$ cat config.mk
export PLATFORM = sky130hd
export DESIGN_NAME = dec38_scan_ctrl
export DESIGN_NICKNAME = d
export VERILOG_FILES = /design/src/rtl/dec38_scan_pkg.sv /design/src/rtl/dec38_next_slot.sv /design/src/rtl/dec38_scan_ctrl.sv
export SDC_FILE = /design/constraint.sdc
export NUM_CORES = 1
export LEC_CHECK = 0
export CAP_MARGIN = 10
export CELL_PAD_IN_SITES_DETAIL_PLACEMENT = 1
export CELL_PAD_IN_SITES_GLOBAL_PLACEMENT = 2
export CORE_MARGIN = 2
export CORE_UTILIZATION = 25
export CTS_BUF_LIST = sky130_fd_sc_hd__clkbuf_4
export CTS_CLUSTER_DIAMETER = 150
export DETAILED_ROUTE_END_ITERATION = 7
export PLACE_DENSITY = 0.7
export SYNTH_ARGS = -nofsm -noshare
export SYNTH_HDL_FRONTEND = slang
export SYNTH_SLANG_ARGS = --single-unit
$ cat constraint.sdc
create_clock -name clk -period 6.8 [get_ports clk]
set_clock_uncertainty 0.1 [all_clocks]
set_input_delay 1.7 -clock clk [delete_from_list [all_inputs] [get_ports clk]]
set_output_delay 1.7 -clock clk [all_outputs]
set_load 0.02 [all_outputs]
$ cat src/rtl/dec38_scan_pkg.sv
// Shared definitions for the dec38 scan sequencer: state encoding and slot geometry.
package dec38_scan_pkg;

  // Number of decoder outputs being scanned and the width of a slot index.
  localparam int N_SLOTS = 8;
  localparam int SLOT_W  = 3;

  // Sequencer states. Encoding is fixed so the debug port is stable across builds.
  typedef enum logic [1:0] {
    ST_IDLE  = 2'd0,
    ST_BLANK = 2'd1,
    ST_DRIVE = 2'd2
  } state_t;

endpackage : dec38_scan_pkg

$ cat src/rtl/dec38_next_slot.sv
// Wrap-around priority search: finds the first set mask bit strictly above
// cur, wrapping through bit 0 and ending at cur itself.
module dec38_next_slot
  import dec38_scan_pkg::*;
(
  input  logic [N_SLOTS-1:0] mask,
  input  logic [SLOT_W-1:0]  cur,
  output logic [SLOT_W-1:0]  nxt,
  output logic               wrap,
  output logic               none
);

  logic              w_found;
  logic [SLOT_W-1:0] w_idx;

  // Walk the eight candidates in scan order (cur+1 ... cur+8 modulo 8) and keep the first hit.
  always_comb begin
    w_found = 1'b0;
    nxt     = cur;
    w_idx   = cur;
    for (int i = 1; i <= N_SLOTS; i++) begin
      w_idx = cur + SLOT_W'(i);
      if (!w_found && mask[w_idx]) begin
        w_found = 1'b1;
        nxt     = w_idx;
      end
    end
  end

  // An empty mask has no next slot; otherwise a result at or below cur means the scan wrapped.
  assign none = ~|mask;
  assign wrap = w_found && (nxt <= cur);

endmodule : dec38_next_slot

$ cat src/rtl/dec38_scan_ctrl.sv
// Scan sequencer driving a dec38 decoder: steps through the enabled slots in
// ascending order, blanking en for a fixed interval before every slot and
// holding each slot for a programmable dwell time.
//
// Handshake: start is a level request honoured only in IDLE (and only when
// mask has a set bit); stop is a level abort honoured in BLANK and DRIVE and
// beats every other event in the same cycle. There is no ready/ack; busy
// reports that a scan is in progress.
//
// BLANK_CYCLES must lie in 1..15 (the blank counter is 4 bits wide).
module dec38_scan_ctrl
  import dec38_scan_pkg::*;
#(
  parameter int DWELL_W      = 8,
  parameter int BLANK_CYCLES = 2
) (
  input  logic               clk,
  input  logic               rst_n,
  input  logic               start,
  input  logic               stop,
  input  logic [DWELL_W-1:0] dwell,
  input  logic [N_SLOTS-1:0] mask,
  output logic [SLOT_W-1:0]  a,
  output logic               en,
  output logic               busy,
  output logic               frame_done,
  output logic [1:0]         o_dbg_state
);

  localparam logic [3:0] BLANK_INIT = 4'(BLANK_CYCLES - 1);

  state_t             r_state;
  logic [SLOT_W-1:0]  r_a;
  logic               r_en;
  logic               r_busy;
  logic               r_frame_done;
  logic [3:0]         r_blank_cnt;
  logic [DWELL_W-1:0] r_dwell_cnt;

  logic [SLOT_W-1:0]  w_cur;
  logic [SLOT_W-1:0]  w_nxt;
  logic               w_wrap;
  logic               w_none;

  // In IDLE, searching from slot 7 yields the lowest set bit, so one search
  // unit serves both the first slot of a scan and the slot-to-slot step.
  assign w_cur = (r_state == ST_IDLE) ? SLOT_W'(N_SLOTS - 1) : r_a;

  dec38_next_slot u_next_slot (
    .mask (mask),
    .cur  (w_cur),
    .nxt  (w_nxt),
    .wrap (w_wrap),
    .none (w_none)
  );

  // Sequencer FSM with its blank and dwell counters; every output is a register.
  always_ff @(posedge clk or negedge rst_n) begin
    if (!rst_n) begin
      r_state      <= ST_IDLE;
      r_a          <= '0;
      r_en         <= 1'b0;
      r_busy       <= 1'b0;
      r_frame_done <= 1'b0;
      r_blank_cnt  <= '0;
      r_dwell_cnt  <= '0;
    end else begin
      r_frame_done <= 1'b0;
      case (r_state)
        ST_IDLE: begin
          if (start && !stop && !w_none) begin
            r_state     <= ST_BLANK;
            r_a         <= w_nxt;
            r_blank_cnt <= BLANK_INIT;
            r_busy      <= 1'b1;
            r_en        <= 1'b0;
          end
        end
        ST_BLANK: begin
          if (stop) begin
            r_state <= ST_IDLE;
            r_en    <= 1'b0;
            r_busy  <= 1'b0;
          end else if (r_blank_cnt == 4'd0) begin
            r_state     <= ST_DRIVE;
            r_en        <= 1'b1;
            r_dwell_cnt <= dwell;
          end else begin
            r_blank_cnt <= r_blank_cnt - 4'd1;
          end
        end
        ST_DRIVE: begin
          if (stop) begin
            r_state <= ST_IDLE;
            r_en    <= 1'b0;
            r_busy  <= 1'b0;
          end else if (r_dwell_cnt == '0) begin
            // Last driven cycle: mask is sampled here to pick the next slot.
            r_en <= 1'b0;
            if (w_none) begin
              r_state <= ST_IDLE;
              r_busy  <= 1'b0;
            end else begin
              r_state      <= ST_BLANK;
              r_a          <= w_nxt;
              r_blank_cnt  <= BLANK_INIT;
              r_frame_done <= w_wrap;
            end
          end else begin
            r_dwell_cnt <= r_dwell_cnt - DWELL_W'(1);
          end
        end
        default: begin
          r_state <= ST_IDLE;
          r_en    <= 1'b0;
          r_busy  <= 1'b0;
        end
      endcase
    end
  end

  assign a           = r_a;
  assign en          = r_en;
  assign busy        = r_busy;
  assign frame_done  = r_frame_done;
  assign o_dbg_state = r_state;

endmodule : dec38_scan_ctrl

# Word level (Yosys, flattened, before mapping)
# Index checks and enable logic that the tools add are counted.
[word_totals]
register_bits = 20
input_bits = 20
out_inout_bits = 8
wordCells = 142
[classes]
n_addsub = 9
order_cmp = 9
eq_ne = 14
muxes = 73
n_reduce_logical = 30
[op_table]
columns = ["op", "count"]
rows = [
  ["3-bit 2-to-1 mux", 13],
  ["3-bit by 4-bit < comparator with 1-bit output, second input constant", 8],
  ["8-bit 2-to-1 mux", 4],
  ["1-bit 2-to-1 mux", 31],
  ["1-bit binary-select mux with 3-bit select", 8],
  ["4-bit 2-to-1 mux", 6],
  ["2-bit inequality test, second input constant", 8],
  ["8-bit one-hot mux with 2 select lines", 1],
  ["3-bit adder, second input constant", 4],
  ["4-bit one-hot mux with 3 select lines", 1],
  ["1-bit logical AND", 10],
  ["2-bit 2-to-1 mux", 5],
  ["5-bit AND reduction", 2],
  ["3-bit inequality test, second input constant", 3],
  ["1-bit logical NOT", 8],
  ["8-bit logical NOT", 1],
  ["8-bit OR reduction", 1],
  ["8-bit by 1-bit subtractor with 8-bit output, second input constant", 1],
  ["7-bit AND reduction", 1],
  ["3-bit by 2-bit adder with 3-bit output, second input constant", 2],
  ["1-bit one-hot mux with 3 select lines", 2],
  ["2-bit one-hot mux with 3 select lines", 1],
  ["3-bit one-hot mux with 2 select lines", 1],
  ["4-bit logical NOT", 1],
  ["other kinds (11)", 12],
]

# Depth between registers and ports, before layout
# Gate-level depths: netlist (run 1).
[logic_depth]
ltp_word = 33
ltp_mapped = 19
depth_no_buf = 17

# By module
# Synthesis (run 1) repeated with hierarchy kept, for this count alone.
[hier_totals]
cells_unflattened = 230
area_unflattened_um2 = 2078.2
[modules_own_cells]
columns = ["mod", "instances", "cells_each", "area_each_um2", "seq_area_each_um2"]
rows = [
  ["dec38_scan_ctrl", 1, 117, 1128.6, 475.5],
  ["dec38_next_slot", 1, 113, 949.7, 0.0],
]

# Worst setup path after synthesis (run 1)
# No wires, ideal clock.
[synth_path]
kind = "input port to flip-flop"
startpoint = "input port mask[2]"
endpoint = "register r_frame_done, in the netlist frame_done"
t_arrival_ns = 3.883
required_ns = 6.628
setup_slack_ns = 2.745
stages = 13
path_cell_list = "mux2_1 o22ai_1 o22ai_1 nor3b_4 nand3_2 or2_0 a31oi_1 nor2_1 ha_1 a21o_1 a21oi_1 a41oi_1 nor2_1"
[synth_via]
elab_chain_len = 30
elab_cells_between_ends = 53
classes_between = "1 x order compare; 36 x mux; 16 x reduce/logical"
[synth_rtl]
columns = ["element", "line_no", "source"]
rows = [
  ["from (decl)", "dec38_scan_ctrl.sv:22", "input logic [N_SLOTS-1:0] mask,"],
  ["1-bit binary-select mux with 3-bit select", "dec38_next_slot.sv:23", "if (!w_found && mask[w_idx]) begin"],
  ["1-bit 2-to-1 mux (not written as such)", "dec38_next_slot.sv:23", ""],
  ["1-bit 2-to-1 mux", "dec38_next_slot.sv:23", ""],
  ["1-bit logical NOT", "dec38_next_slot.sv:23", ""],
  ["1-bit logical AND", "dec38_next_slot.sv:23", ""],
  ["1-bit 2-to-1 mux", "dec38_next_slot.sv:23", ""],
  ["1-bit logical NOT", "dec38_next_slot.sv:23", ""],
  ["1-bit logical AND", "dec38_next_slot.sv:23", ""],
  ["[15 not listed]", "n/a", ""],
  ["3-bit 2-to-1 mux (*)", "dec38_next_slot.sv:23", ""],
  ["named net u_next_slot.nxt[1]", "dec38_next_slot.sv:8", "output logic [SLOT_W-1:0] nxt,"],
  ["3-bit less-or-equal comparator (*)", "dec38_next_slot.sv:32", "assign wrap = w_found && (nxt <= cur);"],
  ["1-bit logical AND (*)", "dec38_next_slot.sv:32", ""],
  ["1-bit 2-to-1 mux (*)", "dec38_scan_ctrl.sv:100", "if (w_none) begin"],
  ["1-bit 2-to-1 mux (*)", "dec38_scan_ctrl.sv:97", "end else if (r_dwell_cnt == '0) begin"],
  ["1-bit 2-to-1 mux (*)", "dec38_scan_ctrl.sv:93", "if (stop) begin"],
  ["1-bit 2-to-1 mux (*)", "dec38_scan_ctrl.sv:69", "case (r_state)"],
  ["to (signal assigned)", "dec38_scan_ctrl.sv:107", "r_frame_done <= w_wrap;"],
  ["to (decl)", "dec38_scan_ctrl.sv:36", "logic r_frame_done;"],
]
# The timed path passes the listed nets; every way through them passes the cells marked *. The select of a mux whose other input is x is not followed.
# A chain may end at the register's enable or synchronous reset.

# Worst setup path in the final report (run 1)
[layout_path]
startpoint = "input port mask[0]"
endpoint = "register r_frame_done, in the netlist frame_done"
# Same word-level chain as after synthesis.

==> results.json, run 1 <==
{
  "outcome": "completed",
  "worstSetupPathType": "in -> reg",
  "clkTransAtPathRegs_ns": 0.12,
  "dieArea_sq_um": 9530,
  "ios": 28,
  "n_antenna_cell": 0,
  "yosysMostFrequentCell": "nor2_1",
  "tightest_slew_ns": 0.941,
  "fin_tns_setup_ns": 0,
  "cts_sinks": 20,
  "synth_nets": 308,
  "vias": 2214,
  "synth_seq_cells": 20,
  "crit_path_end_kind": "flop",
  "powerDensity_nw_per_um2": 433,
  "yosys.area.top_type": "dfrtp_1",
  "via_per_inst": 5.47,
  "antenna_found_initial": 0,
  "syn-mean-instance-area_sq_um": 7.77,
  "grt_pass1_vias": 2289,
  "cp.arrival_ns": 4.84,
  "max_freq_mhz": 213,
  "synthAdderAreaFrac_pct": 3.42,
  "wirelength_microns": 7320,
  "fin_crit_sh_pct": 69.0,
  "htreeDepth": 1,
  "yosys_warnings": 0,
  "hold_path.class": "reg -> reg",
  "gp_congestion": 0.868,
  "drtIter0Drc": 50,
  "setup_viol": 0,
  "rows": 34,
  "yosys.area_share.simple_pct": 26.0,
  "ctsResizeCount": 0,
  "routedWlPerCell_microns": 18.1,
  "ys_top_cells_by_area": "dfrtp_1 23%, a21oi_1 5.5%, mux2i_1 5.5%",
  "startpoint_type": "primary input",
  "core_sq_um": 8590,
  "hold_violations": 0,
  "first_pass_iters": 4,
  "start_util_pct": 25.5,
  "grt_remaining_overflow": 0,
  "synth_top_family_by_area": "compound AO/OA/AOI/OAI gates",
  "cts_setup_buffers": 0,
  "crit_fanout": 8,
  "seq_area_frac_synth_pct": 22.8,
  "synthCells": 282,
  "synth.top_cell.area_share_pct": 22.8,
  "numCtsBuffers": 3,
  "rsz0062_at_grt": "false",
  "dp_hpwl_microns": 5520,
  "drv_slew": 0,
  "ctsRootBufferMaster": "clkbuf_4",
  "peakVddDrop_v": 0.000113,
  "synth_xor_area_share_pct": 1.20,
  "area_growth_syn_to_layout_pct": 16.0,
  "fin_util_pct": 29.6,
  "leakage_uw": 0.00101,
  "die_w_microns": 97.6,
  "cts_tree": "yes",
  "ys.flop_type": "dfrtp_1",
  "critical_path_required_ns": 6.95,
  "synth.area.mux_share_pct": 13.2,
  "grt_pass1_wl_microns": 12000,
  "ctsHoldBuffers": 0,
  "die_h_microns": 97.6,
  "synth.distinct_cells": 67,
  "drcViolationCount": 0,
  "syn_area_sq_um": 2190,
  "synth_compound_area_share_pct": 27.7,
  "synth_edf_count": 0,
  "clock_latency_ns": 0.31,
  "async_flop_share_pct": 100,
  "ys_top_cells_by_count": "30 x nor2_1, 26 x nand2_1, 24 x a21oi_1, 24 x o21ai_0, 20 x dfrtp_1",
  "ff2ff_setup_slack_ns": 2.25,
  "grt_usage_pct": 15.4,
  "clockBufferDepth": 2,
  "ant_nets": 0,
  "finalNetCount": 324,
  "slew_headroom_pct": 37.1,
  "port_buffers": 27,
  "layout-drive-gt1-share_pct": 8.42,
  "maxCapViolations": 0,
  "period_needed_ns": 4.69,
  "grt_max_degree": 22,
  "num-fill-cells": 1060
}
## worst paths after layout
check | startpoint | to | depth (start not counted)
min | en | en | 1
max reg2reg | a[0] | frame_done | 16
max | mask[0] | frame_done | 14
max in group asynchronous | rst_n | o_dbg_state[0] | 1
min reg2reg | en | en | 1
min in group asynchronous | rst_n | r_dwell_cnt[7] | 1
## logic make-up after synthesis
group | count (synthesis)
buf+inv | 28
compound gates | 91
simple gates | 112
flops | 20
fa+ha+maj | 6
xor+xnor | 3
mux | 22
## routing by layer
metal,vias to the layer above,global-route usage (%),routed length (microns)
li1,1071,-,-
met1,1108,20.4,3390
met2,29,27.9,3710
met3,6,1.29,164
met4,0,2.46,52
met5,-,0,0
## critical path, cell delays in order
cell             delay (ns)
clkdlybuf4s50_1        0.58
mux2_1                 0.36
o22ai_1                0.20
o22ai_1                0.18
nor3b_4                0.29
nand3_2                0.18
or2_0                  0.25
a31oi_1                0.24
nor2_1                 0.08
ha_1                   0.31
a21o_1                 0.16
a21oi_1                0.13
a41oi_1                0.06
nor2_1                 0.11
## layout make-up
type	count	area [sq um]	share of cell area, %
Clock buffer	3	22.5	0.885
Inverter	12	45.0	1.77
Sequential cell	20	500	19.7
Tap cell	108	135	5.31
Timing Repair Buffer	27	270	10.6
Clock inverter	1	3.75	0.148
Multi-Input combinational cell	234	1570	61.6
## metrics by stage
stage | power (uW) | cells | setup WS (ns) | instance area [sq um] | hold slack, ns
6_report | 1100 | 405 | 2.11 | 2540 | 0.406
5_1_grt | 1220 | 405 | 1.81 | 2540 | 0.430
4_1_cts | 1110 | 405 | 2.13 | 2540 | 0.415
3_5_place_dp | 1050 | 401 | 1.83 | 2520 | 0.381
3_3_place_gp | 1040 | 401 | 1.88 | 2520 | 0.383
2_1_floorplan | 831 | 282 | 2.74 | 2190 | 0.371
## state kept, by name, indices dropped and copies added (netlist names)
register,flops
a,3
busy,1
en,1
frame_done,1
o_dbg_state,2
r_blank_cnt,4
r_dwell_cnt,8
## placed cells by master (no fill, tap or decap), types with 5 or more instances in the layout
cell type,Yosys,final
nor2_1,30,30
nand2_1,26,26
clkdlybuf4s50_1,0,27
ha_1,6,6
o21ai_0,24,24
mux4_2,5,5
a21oi_1,24,24
nand3_1,11,11
inv_1,10,10
mux2i_1,12,12
dfrtp_1,20,20
nor3_1,5,5
nand2b_1,11,11
## power by group
group | internal [uW] | switching [uW] | leakage (uW) | total (uW)
logic | 337 | 462 | 0.000742 | 799
clock network | 21.4 | 38.4 | 0.0000154 | 59.9
registers | 164 | 78.4 | 0.000250 | 243
No activity file was read; power rests on OpenSTA's default activity.
==> run 2: changes to the inputs <==
- clock period: 6.8 -> 4.8 ns (I/O delays scaled with it)
==> run 2 against run 1 <==
  * Die area did not move
  * Combinational power grew 49%
  * Power is 44% higher
  * Global-route usage increased by 0.43 points
  * Wire length up 2.2%
  * Setup slack worse by 1.5 ns
  * Cell area rose by 1.8%
  * Flip-flop and latch count is the same
  * Sequential power grew 28%
  * Non-clock buffer count increased by 6
  * First-iteration DRC count grew 82%
  * Sequential share of layout area down 0.34 points
  * Critical path type unchanged
  * Critical endpoint unchanged
  * Highest routed layer unchanged
==> results.json, run 2 (synthesized netlist as in run 1, its figures left out) <==
{
  "outcome": "completed",
  "leakage_uw": 0.00104,
  "grt_remaining_overflow": 0,
  "cts_setup_buffers": 0,
  "hold_violations": 0,
  "core_sq_um": 8590,
  "dp_hpwl_microns": 5720,
  "cp.arrival_ns": 4.31,
  "p_comb_share_pct": 75.2,
  "finalPower_uw": 1590,
  "ctsResizeCount": 0,
  "routedWlPerCell_microns": 18.2,
  "die_h_microns": 97.6,
  "gp_congestion": 0.829,
  "period_needed_ns": 4.18,
  "finalNetCount": 330,
  "crit_buf_inv": 1,
  "fin_crit_sh_pct": 87.0,
  "cp_top_family": "compound AO/OA/AOI/OAI gates",
  "clockBufferDepth": 2,
  "largest_reg_flops": 8,
  "p_sw_share_pct": 52.2,
  "cp_cell_sequence": "clkdlybuf4s50_1, mux2_1, o22ai_1, o22ai_1, nor3b_4, nand3_2, or2_0, a31oi_1, nor2_1, ha_1, a21o_1, a21oi_1, a41oi_1, nor2_1",
  "numCtsBuffers": 3,
  "critical_path_required_ns": 4.93,
  "p_sw_uw": 828,
  "maxCapViolations": 0,
  "die_w_microns": 97.6,
  "dieArea_sq_um": 9530,
  "final_common_cell": "nor2_1",
  "fin_tns_setup_ns": 0,
  "final_cell_mix": "30 x nor2_1, 27 x clkdlybuf4s50_1, 26 x nand2_1",
  "antenna_found_initial": 0,
  "slew_headroom_pct": 36.9,
  "area_growth_syn_to_layout_pct": 18.1,
  "ctsHoldBuffers": 0,
  "dpl_cell_area_sq_um": 2560,
  "drv_slew": 0,
  "top_register": "r_dwell_cnt",
  "startpoint_type": "primary input",
  "grt_pass1_wl_microns": 12500,
  "clockPowerShare_pct": 5.2,
  "grt_max_degree": 21,
  "ant_nets": 0,
  "crit_path_end_kind": "flop",
  "crit_path_top_delay_cell": "clkdlybuf4s50_1",
  "drcViolationCount": 0,
  "peakVddDrop_v": 0.000216,
  "ios": 28,
  "n_antenna_cell": 0,
  "vias": 2245,
  "crit_fanout": 8,
  "first_pass_iters": 4,
  "fin_area_sq_um": 2590,
  "grt_pass1_vias": 2353,
  "grt_usage_pct": 15.9,
  "htreeDepth": 1,
  "layout-drive-gt1-share_pct": 10.2,
  "start_util_pct": 25.5,
  "p_int_uw": 759,
  "via_per_inst": 5.46,
  "port_buffers": 27,
  "worstSetupPathType": "in -> reg",
  "clock_latency_ns": 0.29,
  "cts_sinks": 20,
  "max_freq_mhz": 239,
  "setup_viol": 0,
  "slowest_delay_ns": 0.56,
  "hold_path.class": "reg -> reg",
  "clkTransAtPathRegs_ns": 0.12,
  "drtIter0Drc": 91,
  "rsz0062_at_grt": "false",
  "ctsRootBufferMaster": "clkbuf_4",
  "powerDensity_nw_per_um2": 613,
  "rows": 34,
  "wirelength_microns": 7480,
  "cts_tree": "yes",
  "p_seq_share_pct": 19.7,
  "tightest_slew_ns": 0.943
}
## run 2: cell count changes in the layout (fill, tap and decap cells not counted)
cell and change:
buf_4 +6
## run 2: final timing paths
check / startpoint / endpoint / slack [ns] / cells after the start
min reg2reg: en / en / 0.40 / 1
max reg2reg: o_dbg_state[1] / frame_done / 0.81 / 17
min: en / en / 0.40 / 1
max: mask[0] / frame_done / 0.62 / 14
min in group asynchronous: rst_n / en / 1.32 / 1
max in group asynchronous: rst_n / a[1] / 2.71 / 1
## run 2: power by group through the flow
stage	Sequential, uW	Combinational [uW]	Clock (uW)
floorplan	307	870	0
global placement	315	1180	0
detailed placement	316	1190	0
CTS	313	1200	88.6
global route	327	1330	97.1
finish	312	1190	81.9
## run 2: stage by stage
step | instances | hold WS (ns) | worst slack [ns] | utilization, %
floorplan | 282 | 0.371 | 1.24 | -
global route | 411 | 0.434 | 0.356 | 30.1
global placement | 407 | 0.382 | 0.443 | 29.8
CTS | 411 | 0.415 | 0.646 | 30.1
finish | 411 | 0.405 | 0.623 | 30.1
detailed placement | 407 | 0.382 | 0.335 | 29.8
## run 2: layer usage
layer	part of all wire [%]	wire, microns	up-vias	track usage, %
met2	50	3750	31	28.8
met3	2.3	171	6	1.15
met4	0.99	74	0	2.78
li1	-	-	1083	-
met5	0	0	-	0
met1	47	3480	1125	20.8
## run 2: layout make-up
type,instances,area [sq um]
multi-input cells,234,1570
fillers,1063,6000
well taps,108,135
repair buffers,33,315
flip-flops and latches,20,500
clock inverters,1,3.75
clock buffers,3,22.5
inverters,12,45.0
==> run 3: changes to the inputs <==
- CAP_MARGIN: 10 -> 15
==> results of run 3 <==
No change in the layout: final DEF, timing and power equal those of run 2.
